===== config.mk =====
export PLATFORM = sky130hd
export DESIGN_NAME = instr_encoder
export DESIGN_NICKNAME = d
export VERILOG_FILES = /design/src/rtl/instr_encoder.sv
export SDC_FILE = /design/constraint.sdc
export NUM_CORES = 1
export LEC_CHECK = 0
export CAP_MARGIN = 30
export CORE_ASPECT_RATIO = 1.1
export CORE_UTILIZATION = 50
export CTS_BUF_LIST = sky130_fd_sc_hd__clkbuf_8 sky130_fd_sc_hd__clkbuf_16
export DETAILED_ROUTE_END_ITERATION = 12
export DONT_BUFFER_PORTS = 1
export GPL_TIMING_DRIVEN = 0
export HOLD_SLACK_MARGIN = 0.02
export SETUP_SLACK_MARGIN = 0.02
export SLEW_MARGIN = 20
export SYNTH_ARGS = -nofsm -noshare
export SYNTH_HDL_FRONTEND = slang
export SYNTH_SLANG_ARGS = --single-unit
export TNS_END_PERCENT = 10

===== constraint.sdc =====
create_clock -name clk -period 4.95 [get_ports clk]
set_input_delay 1.2375 -clock clk [delete_from_list [all_inputs] [get_ports clk]]
set_output_delay 1.2375 -clock clk [all_outputs]
set_load 0.02 [all_outputs]

===== src/rtl/instr_encoder.sv =====
// instr_encoder: packs RV32I instruction field bundles into 32-bit words with IMEM addresses.
// Latency: encoded word registered 1 cycle after acceptance; sustains 1 instr/cycle with out_ready high.
// Backpressure: one-entry output register, in_ready = !out_valid || out_ready; word held while stalled.
module instr_encoder (
   input  logic        clk,
   input  logic        rst,
   input  logic        in_valid,
   output logic        in_ready,
   input  logic [6:0]  opcode,
   input  logic [4:0]  rd,
   input  logic [4:0]  rs1,
   input  logic [4:0]  rs2,
   input  logic [2:0]  funct3,
   input  logic [6:0]  funct7,
   input  logic [31:0] imm,
   input  logic [13:0] start_addr,
   input  logic        load_addr,
   output logic        out_valid,
   input  logic        out_ready,
   output logic [31:0] out_instr,
   output logic [13:0] out_addr,
   output logic        err,
   output logic [1:0]  err_code,
   input  logic        err_clr,
   output logic [15:0] count
);

   localparam logic [6:0] OPC_R      = 7'b0110011;
   localparam logic [6:0] OPC_IMM    = 7'b0010011;
   localparam logic [6:0] OPC_LOAD   = 7'b0000011;
   localparam logic [6:0] OPC_JALR   = 7'b1100111;
   localparam logic [6:0] OPC_STORE  = 7'b0100011;
   localparam logic [6:0] OPC_BRANCH = 7'b1100011;
   localparam logic [6:0] OPC_LUI    = 7'b0110111;
   localparam logic [6:0] OPC_AUIPC  = 7'b0010111;
   localparam logic [6:0] OPC_JAL    = 7'b1101111;

   typedef enum logic [1:0] {
      ERR_NONE   = 2'b00,
      ERR_OPCODE = 2'b01,
      ERR_RANGE  = 2'b10,
      ERR_ALIGN  = 2'b11
   } err_code_t;

   // Output word and its IMEM address travel together through the output register.
   typedef struct packed {
      logic [13:0] addr;
      logic [31:0] instr;
   } out_word_t;

   out_word_t   out_q;
   logic [13:0] addr_cnt;
   err_code_t   err_code_q;

   logic [31:0] enc_word;
   err_code_t   enc_err;
   logic        accept;
   logic        emit;
   logic        is_shift;
   logic        i_fits;
   logic        b_fits;
   logic        j_fits;
   logic [13:0] base_addr;

   assign in_ready  = !out_valid || out_ready;
   assign accept    = in_valid && in_ready;
   assign emit      = accept && (enc_err == ERR_NONE);
   // A same-cycle address load applies to the instruction being accepted.
   assign base_addr = load_addr ? start_addr : addr_cnt;

   assign out_instr = out_q.instr;
   assign out_addr  = out_q.addr;
   assign err_code  = err_code_q;

   // Immediate fits its field when all bits above the field's sign bit match it.
   assign is_shift = (funct3 == 3'b001) || (funct3 == 3'b101);
   assign i_fits   = (&imm[31:11]) || !(|imm[31:11]);
   assign b_fits   = (&imm[31:12]) || !(|imm[31:12]);
   assign j_fits   = (&imm[31:20]) || !(|imm[31:20]);

   // Field packing per instruction format plus error classification of the bundle.
   always_comb begin
      enc_word = '0;
      enc_err  = ERR_NONE;
      case (opcode)
         OPC_R: begin
            enc_word = {funct7, rs2, rs1, funct3, rd, opcode};
         end
         OPC_IMM: begin
            if (is_shift) begin
               enc_word = {funct7, imm[4:0], rs1, funct3, rd, opcode};
            end else begin
               enc_word = {imm[11:0], rs1, funct3, rd, opcode};
               if (!i_fits) enc_err = ERR_RANGE;
            end
         end
         OPC_LOAD, OPC_JALR: begin
            enc_word = {imm[11:0], rs1, funct3, rd, opcode};
            if (!i_fits) enc_err = ERR_RANGE;
         end
         OPC_STORE: begin
            enc_word = {imm[11:5], rs2, rs1, funct3, imm[4:0], opcode};
            if (!i_fits) enc_err = ERR_RANGE;
         end
         OPC_BRANCH: begin
            enc_word = {imm[12], imm[10:5], rs2, rs1, funct3, imm[4:1], imm[11], opcode};
            if (!b_fits)     enc_err = ERR_RANGE;
            else if (imm[0]) enc_err = ERR_ALIGN;
         end
         OPC_LUI, OPC_AUIPC: begin
            enc_word = {imm[31:12], rd, opcode};
         end
         OPC_JAL: begin
            enc_word = {imm[20], imm[10:1], imm[11], imm[19:12], rd, opcode};
            if (!j_fits)     enc_err = ERR_RANGE;
            else if (imm[0]) enc_err = ERR_ALIGN;
         end
         default: begin
            enc_err = ERR_OPCODE;
         end
      endcase
   end

   // Output register, address counter and emitted-instruction count.
   always_ff @(posedge clk) begin
      if (rst) begin
         out_valid <= 1'b0;
         out_q     <= '0;
         addr_cnt  <= '0;
         count     <= '0;
      end else begin
         if (emit) begin
            out_valid    <= 1'b1;
            out_q.instr  <= enc_word;
            out_q.addr   <= base_addr;
            addr_cnt     <= base_addr + 14'd1;
            if (count != 16'hFFFF) count <= count + 16'd1;
         end else begin
            if (out_ready) out_valid <= 1'b0;
            if (load_addr) addr_cnt  <= start_addr;
         end
      end
   end

   // Sticky error flag keeping the first error code; a new error beats a same-cycle clear.
   always_ff @(posedge clk) begin
      if (rst) begin
         err        <= 1'b0;
         err_code_q <= ERR_NONE;
      end else if (accept && (enc_err != ERR_NONE)) begin
         err <= 1'b1;
         if (!err || err_clr) err_code_q <= enc_err;
      end else if (err_clr) begin
         err        <= 1'b0;
         err_code_q <= ERR_NONE;
      end
   end

endmodule


; Word level (Yosys, flattened, before mapping)
; Index checks and enable logic that the tools add are counted.
[word_totals]
ff_bits = 80
in_bits = 84
output_inout_bits = 67
elab_cells = 69
[classes]
n_addsub = 2
n_eq_ne = 13
mux = 17
reduce_logical = 30
[op_table]
columns = cell, count
row1 = $pmux 32 s7, 1
row2 = $mux 32, 1
row3 = $mux 14, 2
row4 = $eq 7x6->1 const B, 3
row5 = $eq 7x7->1 const B, 3
row6 = $reduce_and 21->1, 1
row7 = $reduce_or 21->1, 1
row8 = $reduce_and 20->1, 1
row9 = $reduce_or 20->1, 1
row10 = $add 16x1->16 const B, 1
row11 = $mux 2, 8
row12 = $ne 16x16->1 const B, 1
row13 = $add 14x1->14 const B, 1
row14 = $eq 7x5->1 const B, 2
row15 = $reduce_and 12->1, 1
row16 = $reduce_or 12->1, 1
row17 = $pmux 2 s5, 1
row18 = $eq 7x2->1 const B, 1
row19 = $logic_or 1x1->1, 6
row20 = $reduce_bool 2->1, 3
row21 = $reduce_or 3->1, 2
row22 = $logic_not 1->1, 5
row23 = $mux 1, 4
row24 = $reduce_and 2->1, 2
row25 = 6 further kinds, 9

; Logic depth before layout (Yosys ltp)
[depth]
word_depth = 10
mapped_depth = 11

; Worst setup path before layout
; OpenSTA, ideal clock, no wires.
[synth_timing]
kind = input port to flip-flop
start = input opcode[2]
end = register count[9]
setup_ps = 121
arrival_ps = 3073
t_required_ps = 4829
slack_ps = 1757
cell_stages = 9
n_path_buf = 2
path_cell_list = buf_4 inv_2 a221oi_2 o21ai_2 a311oi_4 nand4_2 buf_2 nor4_1 mux2_2
[synth_between]
elab_chain_len = 6
elab_cells_between_ends = 15
classes_between = eq/ne (9) / mux (1) / reduce/logical (5)
[synth_lines]
columns = item, line
row1 = from (decl), 9  ; input logic [6:0] opcode,
row2 = $eq 7x6->1 (tied with other cells), 85  ; case (opcode)
row3 = $reduce_or 3->1 (no source line), --
row4 = $pmux 2 s5 (*), 85
row5 = $logic_not 2->1 (*), 67  ; assign emit = accept && (enc_err == ERR_NONE);
row6 = $logic_and 1x1->1 (*), 67
row7 = $reduce_and 2->1 (no source line) (*), --
row8 = to (signal assigned), 137  ; if (count != 16'hFFFF) count <= count + 16'd1;
row9 = to (decl), 25  ; output logic [15:0] count
; Every way passes the cells marked *; elsewhere a longest branch is shown, timed or not.
; A chain may end at the register's enable or synchronous reset.

; Worst setup path after layout
[layout_timing]
start = input opcode[6]
end = register out_q, in the netlist out_instr[16]
[layout_between]
elab_chain_len = 5
elab_cells_between_ends = 17
classes_between = eq/ne (9) / mux (2) / reduce/logical (6)
[layout_lines]
columns = item, line
row1 = $eq 7x6->1 (tied with other cells), 85
row2 = $reduce_or 3->1 (no source line), --
row3 = $pmux 2 s5, 85
row4 = $logic_not 2->1, 67
row5 = $logic_and 1x1->1, 67
row6 = to (decl), 51  ; out_word_t out_q;
; Several ways; a longest one is shown, not always the timed one.

==> run metrics <==
worst hold path depth 2; FF-to-FF path depth 9; type of destination of the critical path flop; Via density 6.39; chip height 97.3 µm; Syn-to-layout area delta 7.43%; hold_sp addr_cnt[2]$_SDFF_PP0_; setup TNS 0 ps; fraction of layout cells with a size suffix above 1 0.107; vias 3907; Worst slew margin 0.407; worst stage delay on the critical path 720 ps; Startpoint Class input port; hold_buf cts 0; CP cell instances buf_2, nand4b_1, nor3_1, nand3_1, o211a_4, nand4_2, buf_2, buf_2, a221oi_1, nor3_1; FMAX 300 MHz; Post-Synth XOR/XNOR Area 0.00212; count of final setup violators 0; First-pass DRT Iterations 6; Synth Area in Adders 0.00607; # H-tree levels 3; DRC errors left 0; CORE AREA just under 8000 µm²; HPWL Detailed 9140 µm; syn avg cell area 8.47 µm²; Overall Global Routing Usage 0.281; Worst Tran Pin Value 882 ps; number of setup buffers added after CTS 0; Post-synth EDFFs 0; crit-path most repeated cell buf_2; Buffers on Ports 0; WS Path Type input port to flop; CP Max Fanout 10; Hold Vio Cnt, Final 0; Overflow after GRT 0; vias in the first global route between 3000 and 4000; Num CTS Buffers 9; Yosys top cell area share 0.388; sequential-to-total area share from yosys stat 0.388; CTS Root Cell clkbuf_8; ranking of synthesized cells by area dfxtp_1 39%, nor2_1 5.6%, a211oi_1 4.9%, a21oi_1 3.5%, mux2i_1 3.4%; Post-Synth Simple-Gate Area 0.274; first-pass GRT wire length 18700 µm; CTS tree done; initial drt markers 205; WL/cell 19.8 µm; yosys warns 0; R2R Path Start count[3]$_SDFFE_PP0P_; final clock skew 12.8 ps; Hold WC Path Type flop to flop; nets 584; post-synth top area cell dfxtp_1; WP buf/inv 3; Unique masters post-synth 55; number of instances in the placed design roughly 600; power density over the cells approximately 280 nW/µm²; Synth Area in Compound Gates 0.227; die width 88.6 µm; cts repair resizes 0; Final min period 3330 ps; Yosys reg bits 80; Mapped Area 4130 µm²; Hold Crit Endpoint out_addr[2]$_SDFFE_PP0P_; Initial Util 0.519; n_diodes 0; reg-to-reg slack, setup 1940 ps; Clock Sinks 80; max-cap violations 0; reg2reg end count[1]$_SDFFE_PP0P_; area post-placement between 4000 and 5000 µm²; Routability Congestion 0.852; pin count of the biggest net entering global routing 14; row count 34; Post-Synthesis Cells ~500; worst vdd ir ~150 µV; unrepaired setup endpoints after global routing no; die area 8620 µm²; clock slew at reported path FFs 80 ps; Skew-Pair Late Insertion Delay 360 ps; initial antenna violation count 0; slowest CP cell nor3_1; mux contribution to synthesized area 0.0476; Final period util 0.673; worst setup path startpoint opcode[6]; status complete, no violations; Clock Tree Buf Depth 2; Worst EP arrival 3600 ps; post-route ant nets 0; delay-heaviest family, CP simple AND/OR/NAND/NOR gates; final wirelength 12100 µm; Main synth FF type dfxtp_1; Final Max Tran Viols 0; CP required 5220 ps; # IOs 151; syn nets ~570; main combinational cell family by area after synthesis simple AND/OR/NAND/NOR gates; ys async rst share 0; final non-filler cell total 611; final instance area 4430 µm²; Leakage Power 1.48 nW
## state kept, by name (all words and copies together), names as in the netlist
signal     flops
addr_cnt      14
err_code       2
err            1
out_instr     32
count         16
out_valid      1
out_addr      14
## placed cells by master, fill, tap and decap left out, types with 3 or more instances in the layout
| cell | Yosys | layout |
|---|---|---|
| a221oi_1 | 15 | 15 |
| buf_6 | 3 | 3 |
| nor4_1 | 13 | 12 |
| nor2_1 | 62 | 62 |
| and2_1 | 3 | 3 |
| mux2i_1 | 14 | 14 |
| inv_1 | 10 | 12 |
| nand2_1 | 23 | 23 |
| or2_2 | 5 | 5 |
| nand3_1 | 13 | 13 |
| nand4_1 | 13 | 13 |
| o31ai_1 | 14 | 14 |
| dfxtp_1 | 80 | 80 |
| clkbuf_8 | 0 | 9 |
| or3_1 | 6 | 6 |
| buf_4 | 4 | 4 |
| and3_1 | 8 | 8 |
| a222oi_1 | 10 | 10 |
| o31a_1 | 3 | 3 |
| nor3_1 | 27 | 27 |
| buf_2 | 9 | 9 |
| or4_1 | 13 | 13 |
| nand2b_1 | 5 | 5 |
| a21oi_1 | 29 | 29 |
| nor3b_1 | 5 | 5 |
| nor2b_1 | 5 | 5 |
| clkbuf_1 | 21 | 21 |
| mux2_2 | 5 | 5 |
| o21ai_0 | 9 | 9 |
| a211oi_1 | 27 | 27 |
## worst register-to-register path, delay by kind of cell (launching register included)
kind | cells | cell delay (ps)
simple gates | 4 | 880
compound gates | 2 | 310
flops | 1 | 560
buf+inv | 3 | 1190
## kinds of logic (layout without fill, tap and decap cells)
logic type | Yosys count | in the layout
compound gates | 124 | 124
xor+xnor | 1 | 1
fa+ha+maj | 2 | 2
buf+inv | 48 | 64
flops | 80 | 80
mux | 19 | 19
simple gates | 213 | 213
## per-stage QoR
step / worst slack, ps / power [mW] / hold slack (ps) / util
final: 1620 / 1.23 / 551 / 0.557
after global routing: 1390 / 1.27 / 583 / 0.557
after CTS: 1680 / 1.23 / 555 / 0.557
after detailed placement: 1300 / 0.819 / 549 / 0.536
after global placement: 1330 / 0.815 / 544 / 0.536
after floorplan: 1760 / 0.790 / 522 / -
## per-layer routing
layer	GRT usage	wire length (µm)
met4	0.112	277
met2	0.428	5510
met3	0.0722	989
met5	0	0
met1	0.375	5320
## how the worst max path moves through the flow
stage / endpoint / slack (ps) / cells after the start
2_1_floorplan: count[9]$_SDFFE_PP0P_ / 1760 / 9
3_3_place_gp: addr_cnt[4]$_SDFF_PP0_ / 1330 / 10
3_5_place_dp: out_instr[16]$_SDFFE_PP0P_ / 1300 / 10
4_1_cts: out_instr[16]$_SDFFE_PP0P_ / 1680 / 10
5_1_grt: out_instr[16]$_SDFFE_PP0P_ / 1390 / 10
6_report: out_instr[16]$_SDFFE_PP0P_ / 1620 / 10
## power breakdown
part           internal [mW]  total (mW)  switching, mW  leakage, nW
clock network          0.178       0.422          0.244       0.0876
logic                 0.0435       0.118         0.0743        0.740
registers              0.662       0.687         0.0254        0.650
total                  0.883        1.23          0.344         1.48
## cell usage after synthesis, drive strengths merged, types with 11 or more instances
cell type	number
mux2i	14
clkbuf	21
nand2	23
or4	13
buf	16
o31ai	14
a21oi	29
nor3	28
nor2	62
nand4	14
a211oi	27
o21ai	12
nand3	13
dfxtp	80
inv	11
nor4	13
a221oi	16
## layout make-up
type,count,area [µm²]
Tap cell,108,135
Multi-Input combinational cell,359,2300
Sequential cell,80,1600
Buffer,37,188
Clock buffer,9,124
Fill cell,788,3520
Clock inverter,7,41.3
Inverter,11,41.3
(Power assumes the default switching activity.)
